$ cat config.mk
export PLATFORM = sky130hd
export DESIGN_NAME = apb_spi_nor_ctrl
export DESIGN_NICKNAME = d
export VERILOG_FILES = /design/src/rtl/apb_spi_nor_ctrl.sv
export SDC_FILE = /design/constraint.sdc
export NUM_CORES = 1
export LEC_CHECK = 0
export BUFFER_PORTS_ARGS = -buffer_cell sky130_fd_sc_hd__buf_2
export CORE_MARGIN = 2
export CORE_UTILIZATION = 30
export CTS_CLUSTER_DIAMETER = 40
export CTS_CLUSTER_SIZE = 40
export DETAILED_ROUTE_END_ITERATION = 8
export PLACE_DENSITY = 0.43
export SETUP_SLACK_MARGIN = 0.1
export SKIP_CTS_REPAIR_TIMING = 1
export SYNTH_ARGS = -nofsm -noshare
export SYNTH_HDL_FRONTEND = slang
export SYNTH_SLANG_ARGS = --single-unit
export TNS_END_PERCENT = 50
$ cat constraint.sdc
create_clock -name p_clk -period 11.76 [get_ports p_clk]
set_input_delay 0.588 -clock p_clk [delete_from_list [all_inputs] [get_ports p_clk]]
set_output_delay 0.588 -clock p_clk [all_outputs]
set_load 0.01 [all_outputs]
$ cat src/rtl/apb_spi_nor_ctrl.sv
// APB3 slave issuing single SPI NOR commands through a mode-0, bit-serial SPI master.
// Register file, opcode decode, phase sequencer and shift datapath in one block.
module apb_spi_nor_ctrl #(
    parameter int unsigned ADDR_BYTES = 3,
    parameter int unsigned DATA_BYTES = 4,
    parameter int unsigned CLK_DIV    = 2,
    parameter int unsigned CS_GAP     = 2
) (
    input  logic        p_clk,
    input  logic        p_reset,
    input  logic [31:0] p_addr,
    input  logic        p_write,
    input  logic        p_sel_x,
    input  logic        p_enable,
    input  logic [31:0] p_wdata,
    output logic [31:0] p_rdata,
    output logic        p_ready,
    output logic        p_slverr,
    output logic        s_clk,
    output logic        s_css,
    output logic        s_mosi,
    input  logic        s_miso,
    output logic        irq
);

    localparam int unsigned AW   = 8 * ADDR_BYTES;
    localparam int unsigned DW   = 8 * DATA_BYTES;
    localparam int unsigned TXW  = 8 + AW + DW;
    localparam int unsigned BCW  = $clog2(TXW + 1);
    localparam int unsigned DIVW = $clog2(CLK_DIV + 1);
    localparam int unsigned GAPW = $clog2(CS_GAP + 2);

    typedef enum logic [2:0] {IDLE, SETUP, OPC, ADDR, DATA, HOLD} state_t;

    state_t            state, state_nx;
    logic [7:0]        cmd_q;
    logic [AW-1:0]     addr_q;
    logic [31:0]       wdata_q;
    logic [31:0]       rdata_q;
    logic              done_q, err_q, ie_q;
    logic [TXW-1:0]    tx_sr;
    logic [31:0]       rx_sr;
    logic [BCW-1:0]    bit_cnt, bit_load, data_bits;
    logic [DIVW-1:0]   div_cnt;
    logic [GAPW-1:0]   gap_cnt;
    logic [7:0]        op;
    logic              access, wr, cmd_wr, busy, start;
    logic              dec_valid, has_addr, is_read, is_pp;
    logic              tick, rise, fall;
    logic [2:0]        reg_sel;
    logic              unused;

    assign access   = p_sel_x & p_enable;
    assign wr       = access & p_write;
    assign reg_sel  = p_addr[4:2];
    assign cmd_wr   = wr && (reg_sel == 3'd0);
    assign busy     = (state != IDLE);
    assign start    = cmd_wr && !busy && dec_valid;
    assign tick     = (div_cnt == '0);
    assign rise     = tick && !s_clk;
    assign fall     = tick && s_clk;
    assign p_ready  = 1'b1;
    assign p_slverr = cmd_wr && busy;
    assign irq      = done_q & ie_q;
    assign unused   = ^{p_addr[31:5], p_addr[1:0]};

    // Decode the incoming opcode while idle, the latched one during a transfer.
    always_comb begin
        op        = (state == IDLE) ? p_wdata[7:0] : cmd_q;
        dec_valid = 1'b1;
        has_addr  = 1'b0;
        data_bits = '0;
        is_read   = 1'b0;
        is_pp     = 1'b0;
        case (op)
            8'h06, 8'h04: ;
            8'h05: begin data_bits = BCW'(8); is_read = 1'b1; end
            8'h03: begin has_addr = 1'b1; data_bits = BCW'(DW); is_read = 1'b1; end
            8'h02: begin has_addr = 1'b1; data_bits = BCW'(DW); is_pp = 1'b1; end
            8'h20, 8'hD8: has_addr = 1'b1;
            default: dec_valid = 1'b0;
        endcase
    end

    always_comb begin
        state_nx = state;
        bit_load = '0;
        case (state)
            IDLE:  if (start) state_nx = SETUP;
            SETUP: if (gap_cnt == '0) state_nx = OPC;
            OPC:   if (fall && bit_cnt == '0)
                       state_nx = has_addr ? ADDR : ((data_bits != '0) ? DATA : HOLD);
            ADDR:  if (fall && bit_cnt == '0)
                       state_nx = (data_bits != '0) ? DATA : HOLD;
            DATA:  if (fall && bit_cnt == '0) state_nx = HOLD;
            HOLD:  if (gap_cnt == '0) state_nx = IDLE;
            default: state_nx = IDLE;
        endcase
        if (state_nx == ADDR)
            bit_load = BCW'(AW - 1);
        else if (state_nx == DATA)
            bit_load = data_bits - BCW'(1);
    end

    always_ff @(posedge p_clk or posedge p_reset) begin
        if (p_reset) state <= IDLE;
        else         state <= state_nx;
    end

    always_ff @(posedge p_clk or posedge p_reset) begin
        if (p_reset) begin
            cmd_q   <= '0;
            addr_q  <= '0;
            wdata_q <= '0;
            rdata_q <= '0;
            done_q  <= 1'b0;
            err_q   <= 1'b0;
            ie_q    <= 1'b0;
            tx_sr   <= '0;
            rx_sr   <= '0;
            bit_cnt <= '0;
            div_cnt <= '0;
            gap_cnt <= '0;
            s_clk   <= 1'b0;
            s_css   <= 1'b1;
            s_mosi  <= 1'b0;
        end else begin
            if (wr) begin
                case (reg_sel)
                    3'd0: if (!busy) cmd_q <= p_wdata[7:0];
                    3'd1: addr_q  <= p_wdata[AW-1:0];
                    3'd2: wdata_q <= p_wdata;
                    3'd4: begin
                        if (p_wdata[1]) done_q <= 1'b0;
                        if (p_wdata[2]) err_q  <= 1'b0;
                    end
                    3'd5: ie_q <= p_wdata[0];
                    default: ;
                endcase
            end
            // Status sets follow the W1C clears so a same-edge set wins.
            if (cmd_wr) begin
                if (busy) begin
                    err_q <= 1'b1;
                end else if (!dec_valid) begin
                    err_q  <= 1'b1;
                    done_q <= 1'b1;
                end
            end
            if (start) begin
                done_q  <= 1'b0;
                tx_sr   <= {p_wdata[7:0], addr_q, is_pp ? wdata_q[DW-1:0] : DW'(0)};
                rx_sr   <= '0;
                gap_cnt <= GAPW'(CS_GAP);
                bit_cnt <= BCW'(7);
            end
            case (state)
                SETUP: begin
                    s_css <= 1'b0;
                    if (gap_cnt == '0) begin
                        s_mosi  <= tx_sr[TXW-1];
                        tx_sr   <= {tx_sr[TXW-2:0], 1'b0};
                        div_cnt <= DIVW'(CLK_DIV - 1);
                    end else begin
                        gap_cnt <= gap_cnt - GAPW'(1);
                    end
                end
                OPC, ADDR, DATA: begin
                    if (tick) begin
                        div_cnt <= DIVW'(CLK_DIV - 1);
                        s_clk   <= ~s_clk;
                    end else begin
                        div_cnt <= div_cnt - DIVW'(1);
                    end
                    if (rise && state == DATA)
                        rx_sr <= {rx_sr[30:0], s_miso};
                    if (fall) begin
                        bit_cnt <= (bit_cnt == '0) ? bit_load : bit_cnt - BCW'(1);
                        if (state_nx == HOLD) begin
                            s_mosi  <= 1'b0;
                            gap_cnt <= GAPW'(CS_GAP - 1);
                            if (is_read) rdata_q <= rx_sr;
                        end else begin
                            s_mosi <= tx_sr[TXW-1];
                            tx_sr  <= {tx_sr[TXW-2:0], 1'b0};
                        end
                    end
                end
                HOLD: begin
                    if (gap_cnt == '0) begin
                        s_css  <= 1'b1;
                        done_q <= 1'b1;
                    end else begin
                        gap_cnt <= gap_cnt - GAPW'(1);
                    end
                end
                default: ;
            endcase
        end
    end

    always_comb begin
        p_rdata = '0;
        case (reg_sel)
            3'd0: p_rdata[7:0]    = cmd_q;
            3'd1: p_rdata[AW-1:0] = addr_q;
            3'd2: p_rdata         = wdata_q;
            3'd3: p_rdata         = rdata_q;
            3'd4: p_rdata[2:0]    = {err_q, done_q, busy};
            3'd5: p_rdata[0]      = ie_q;
            default: ;
        endcase
    end

endmodule
==> summary.md <==
| Metric | Value |
|---|---|
| Worst Path Required | `between 10 and 15 ns` |
| Synthesized flop and latch total | `between 200 and 250` |
| Max-slew headroom | `0.256` |
| Synthesized area per cell | `roughly 11 um2` |
| Min Tclk post-route | `approximately 4.2 ns` |
| First-pass GRT wire length | `about 44 mm` |
| Clock Sinks | `212` |
| Placed cell area | `between 0.01 and 0.015 mm2` |
| Max IR drop VDD | `just under 100 uV` |
| CP endpoint kind | `flop` |
| DR vias | `about 7400` |
| Yosys cell types | `58` |
| Fill cells | `3468` |
| DIE AREA | `approximately 0.036 mm2` |
| Fmax | `between 200 and 250 MHz` |
| Tcrit/Tclk final | `0.356` |
| Synth area leader | `dfrtp_1` |
| Post-Synthesis Cells | `roughly 960` |
| Most common cell after layout, fill and taps aside | `dfrtp_1` |
| Multi-input gate area | `0.00476 mm2` |
| Initial antenna violation count | `2` |
| Tightest Pin Transition | `approximately 1.1 ns` |
| Post-synthesis instance area | `0.0104 mm2` |
| Clock share of power | `0.463` |
| Nets@finish | `1101` |
| Flop pwr share | `0.360` |
| Top cell type's share of synthesized area | `0.510` |
| Drt wl/cell | `between 15 and 20 um` |
| Detailed Route WL | `27.0 mm` |
| Max_cap viols | `0` |
| Starting Density | `0.302` |
| Max-slew violation count | `0` |
| Critical Path Start Type | `input pin` |
| Final hold vios | `0` |
| Worst-path clk slew | `about 0.050 ns` |
| DR pass1 iterations | `5` |
| Pint | `around 1.9 mW` |
| Critical path class | `input pin to flop` |
| Share of cells above drive strength 1 | `0.280` |
| Rows | `just under 70` |
| Port Buf Inserts | `slightly below 80` |
| Worst setup path endpoint | `rdata_q[31]$_DFFE_PP0P_` |
| R2r setup slk | `between 7 and 8 ns` |
| Post-detail-place hpwl | `roughly 16 mm` |
| Leakage | `5.81 nW` |
| YS warnings | `0` |
| Sequential cell area fraction in the yosys report | `0.512` |
| Min Hold Slack | `0.151 ns` |
| Number of global-route vias before repair | `approximately 8000` |
| N_diodes | `0` |
| Starting DRT DRC Count | `roughly 390` |
| Root Buffer | `clkbuf_16` |
| Commonest non-fill, non-tap cells in the layout | `dfrtp_1, nand2_1, mux2_2, buf_2, mux2i_1` |
| Syn Nets | `slightly above 1000` |
| Register area | `between 0.005 and 0.006 mm2` |
| Worst-case clock buffer depth | `3` |
| Worst flop-to-flop path startpoint | `cmd_q[3]$_DFFE_PP0P_` |
| Vias per cell | `4.87` |
| Setup TNS | `0 ns` |
| Worst reg-to-reg path cell count | `12` |
| Finished Layout Cells | `1517` |
| Post-route DRC violation count | `0` |
| PwrDens | `214 mW/mm2` |
| Synth async-reset ratio | `1.00` |
| Synthesis-to-layout area growth | `22.3%` |
| RD Place Congestion | `~0.75` |
| Final global-route overflow total | `0` |
| Clock latency on the worst-skew pair | `0.53 ns` |
| Number of synthesized flops with an enable pin | `0` |
| Design area | `0.0127 mm2` |
| Post-placement cell count | `between 1000 and 1500` |
| Top cells by area, synth | `dfrtp_1, mux2_2, mux2i_1` |
| Sw Share | `0.289` |
| Top FF cell, synth | `dfrtp_1` |
| CP Max Fanout | `40` |
| TritonCTS clock tree | `yes` |
| Global Route Usage Sum | `0.154` |
| Setup Viol. Count Final | `0` |
| Pin count of the biggest net entering global routing | `90` |
| Part of the power in combinational logic | `0.177` |
| CP Data Arrival Time | `4.59 ns` |
| RSZ-0062 raised after global routing | `no` |
| Io pins | `about 110` |
| Sw Pwr | `approximately 790 uW` |
| Start point of the critical path | `p_addr[2]` |
| Core area | `between 0.03 and 0.04 mm2` |
| Die width | `roughly 190 um` |
| Clock Skew | `roughly 0.012 ns` |
| Min-Delay Path Class | `input pin to asynchronous set/reset pin` |
| Status | `complete, no violations` |
| H-Tree Depth | `2` |
| DRT antenna net count | `0` |
| Die height | `190 um` |
| CTS Buf Count | `42` |
| Worst r2r dst | `tx_sr[54]$_DFF_PP0_` |
[synthesized netlist by cell type, types with 2 or more instances]
| library cell | number |
|---|---|
| inv_1 | 8 |
| or3b_2 | 2 |
| a22oi_1 | 18 |
| a21boi_0 | 23 |
| a21o_1 | 3 |
| and3_1 | 2 |
| nand4b_1 | 2 |
| mux2i_1 | 75 |
| clkbuf_1 | 54 |
| nand3_1 | 37 |
| dfrtp_1 | 211 |
| xnor2_1 | 2 |
| nand2b_1 | 5 |
| mux2_1 | 30 |
| mux2_2 | 104 |
| buf_2 | 5 |
| xor2_1 | 2 |
| nand2_1 | 180 |
| nand4_1 | 3 |
| o31ai_1 | 2 |
| and2_1 | 2 |
| ha_1 | 2 |
| buf_8 | 3 |
| nor2b_1 | 10 |
| o31a_1 | 2 |
| o21ai_0 | 39 |
| buf_4 | 4 |
| buf_1 | 4 |
| a311oi_1 | 3 |
| o22a_1 | 3 |
| nor3_1 | 12 |
| o22ai_1 | 4 |
| nor2_1 | 44 |
| o311ai_0 | 2 |
| nor3b_1 | 4 |
| a31oi_1 | 8 |
| a21oi_1 | 18 |
| or2_2 | 2 |
| mux4_2 | 5 |
| or3_1 | 3 |
| a211oi_1 | 3 |
[flip-flops by register name (all words and copies together) (netlist names)]
register  cells
ie_q          1
cmd_q         8
state         3
rdata_q      32
done_q        1
gap_cnt       2
tx_sr        64
s_mosi        1
addr_q       24
bit_cnt       7
rx_sr        32
err_q         1
wdata_q      32
div_cnt       2
s_clk         1
s_css         1
[final cells by class]
class	instances	area share
flip-flops and latches	212	0.419
multi-input cells	672	0.375
clock buffers	44	0.0860
well taps	455	0.0449
repair buffers	93	0.0399
clock inverters	33	0.0319
inverters	8	0.00296
[metrics by stage]
step           setup slack, ns  total power, mW   util
3_5_place_dp              6.96             1.48  0.326
5_1_grt                   7.34             2.87  0.370
6_report                  7.57             2.72  0.370
4_1_cts                   7.50             2.76  0.370
2_1_floorplan             5.38             1.35      -
3_3_place_gp              6.95             1.47  0.326
[per-layer routing]
metal  GRT usage  share of wire
met1       0.216           0.49
met2       0.242           0.45
met3      0.0339          0.040
met4      0.0367          0.016
met5           0        0.00059
[how the worst min path moves through the flow]
stage	from	to	slack [ns]	depth (start not counted)
floorplan	rdata_q[10]$_DFFE_PP0P_	rdata_q[10]$_DFFE_PP0P_	0.45	1
global placement	rdata_q[17]$_DFFE_PP0P_	rdata_q[17]$_DFFE_PP0P_	0.46	1
detailed placement	rdata_q[17]$_DFFE_PP0P_	rdata_q[17]$_DFFE_PP0P_	0.47	1
CTS	p_reset	rx_sr[1]$_DFF_PP0_	0.20	2
global route	p_reset	rx_sr[1]$_DFF_PP0_	0.23	2
finish	p_reset	rdata_q[31]$_DFFE_PP0P_	0.15	2
[logic make-up (layout without fill, tap and decap cells)]
logic type / count (synthesis) / after routing / share of synthesized area
xor+xnor: 4 / 4 / 0.00338
mux: 214 / 214 / 0.229
fa+ha+maj: 2 / 2 / 0.00242
compound gates: 135 / 135 / 0.0848
flops: 212 / 212 / 0.512
buf+inv: 78 / 178 / 0.0336
simple gates: 316 / 316 / 0.134
other cells: 1 / 1 / 0.000362
[worst max-delay path, cell delays in order]
cell      delay [ns]
buf_2           0.10
buf_4           0.31
nand4b_1        0.47
or3_1           0.47
or2_2           0.44
nand3b_1        0.21
a2111o_1        0.50
a21oi_2         0.44
and2_1          0.21
buf_4           0.44
mux2_2          0.39
[power groups by stage]
stage	clock network [mW]	registers [mW]	logic, mW
6_report	1.26	0.977	0.482
2_1_floorplan	0	0.951	0.395
3_5_place_dp	0	0.987	0.492
4_1_cts	1.29	0.977	0.494
5_1_grt	1.33	0.998	0.543
3_3_place_gp	0	0.988	0.486
Note: power is estimated with default switching activity, not from simulation.
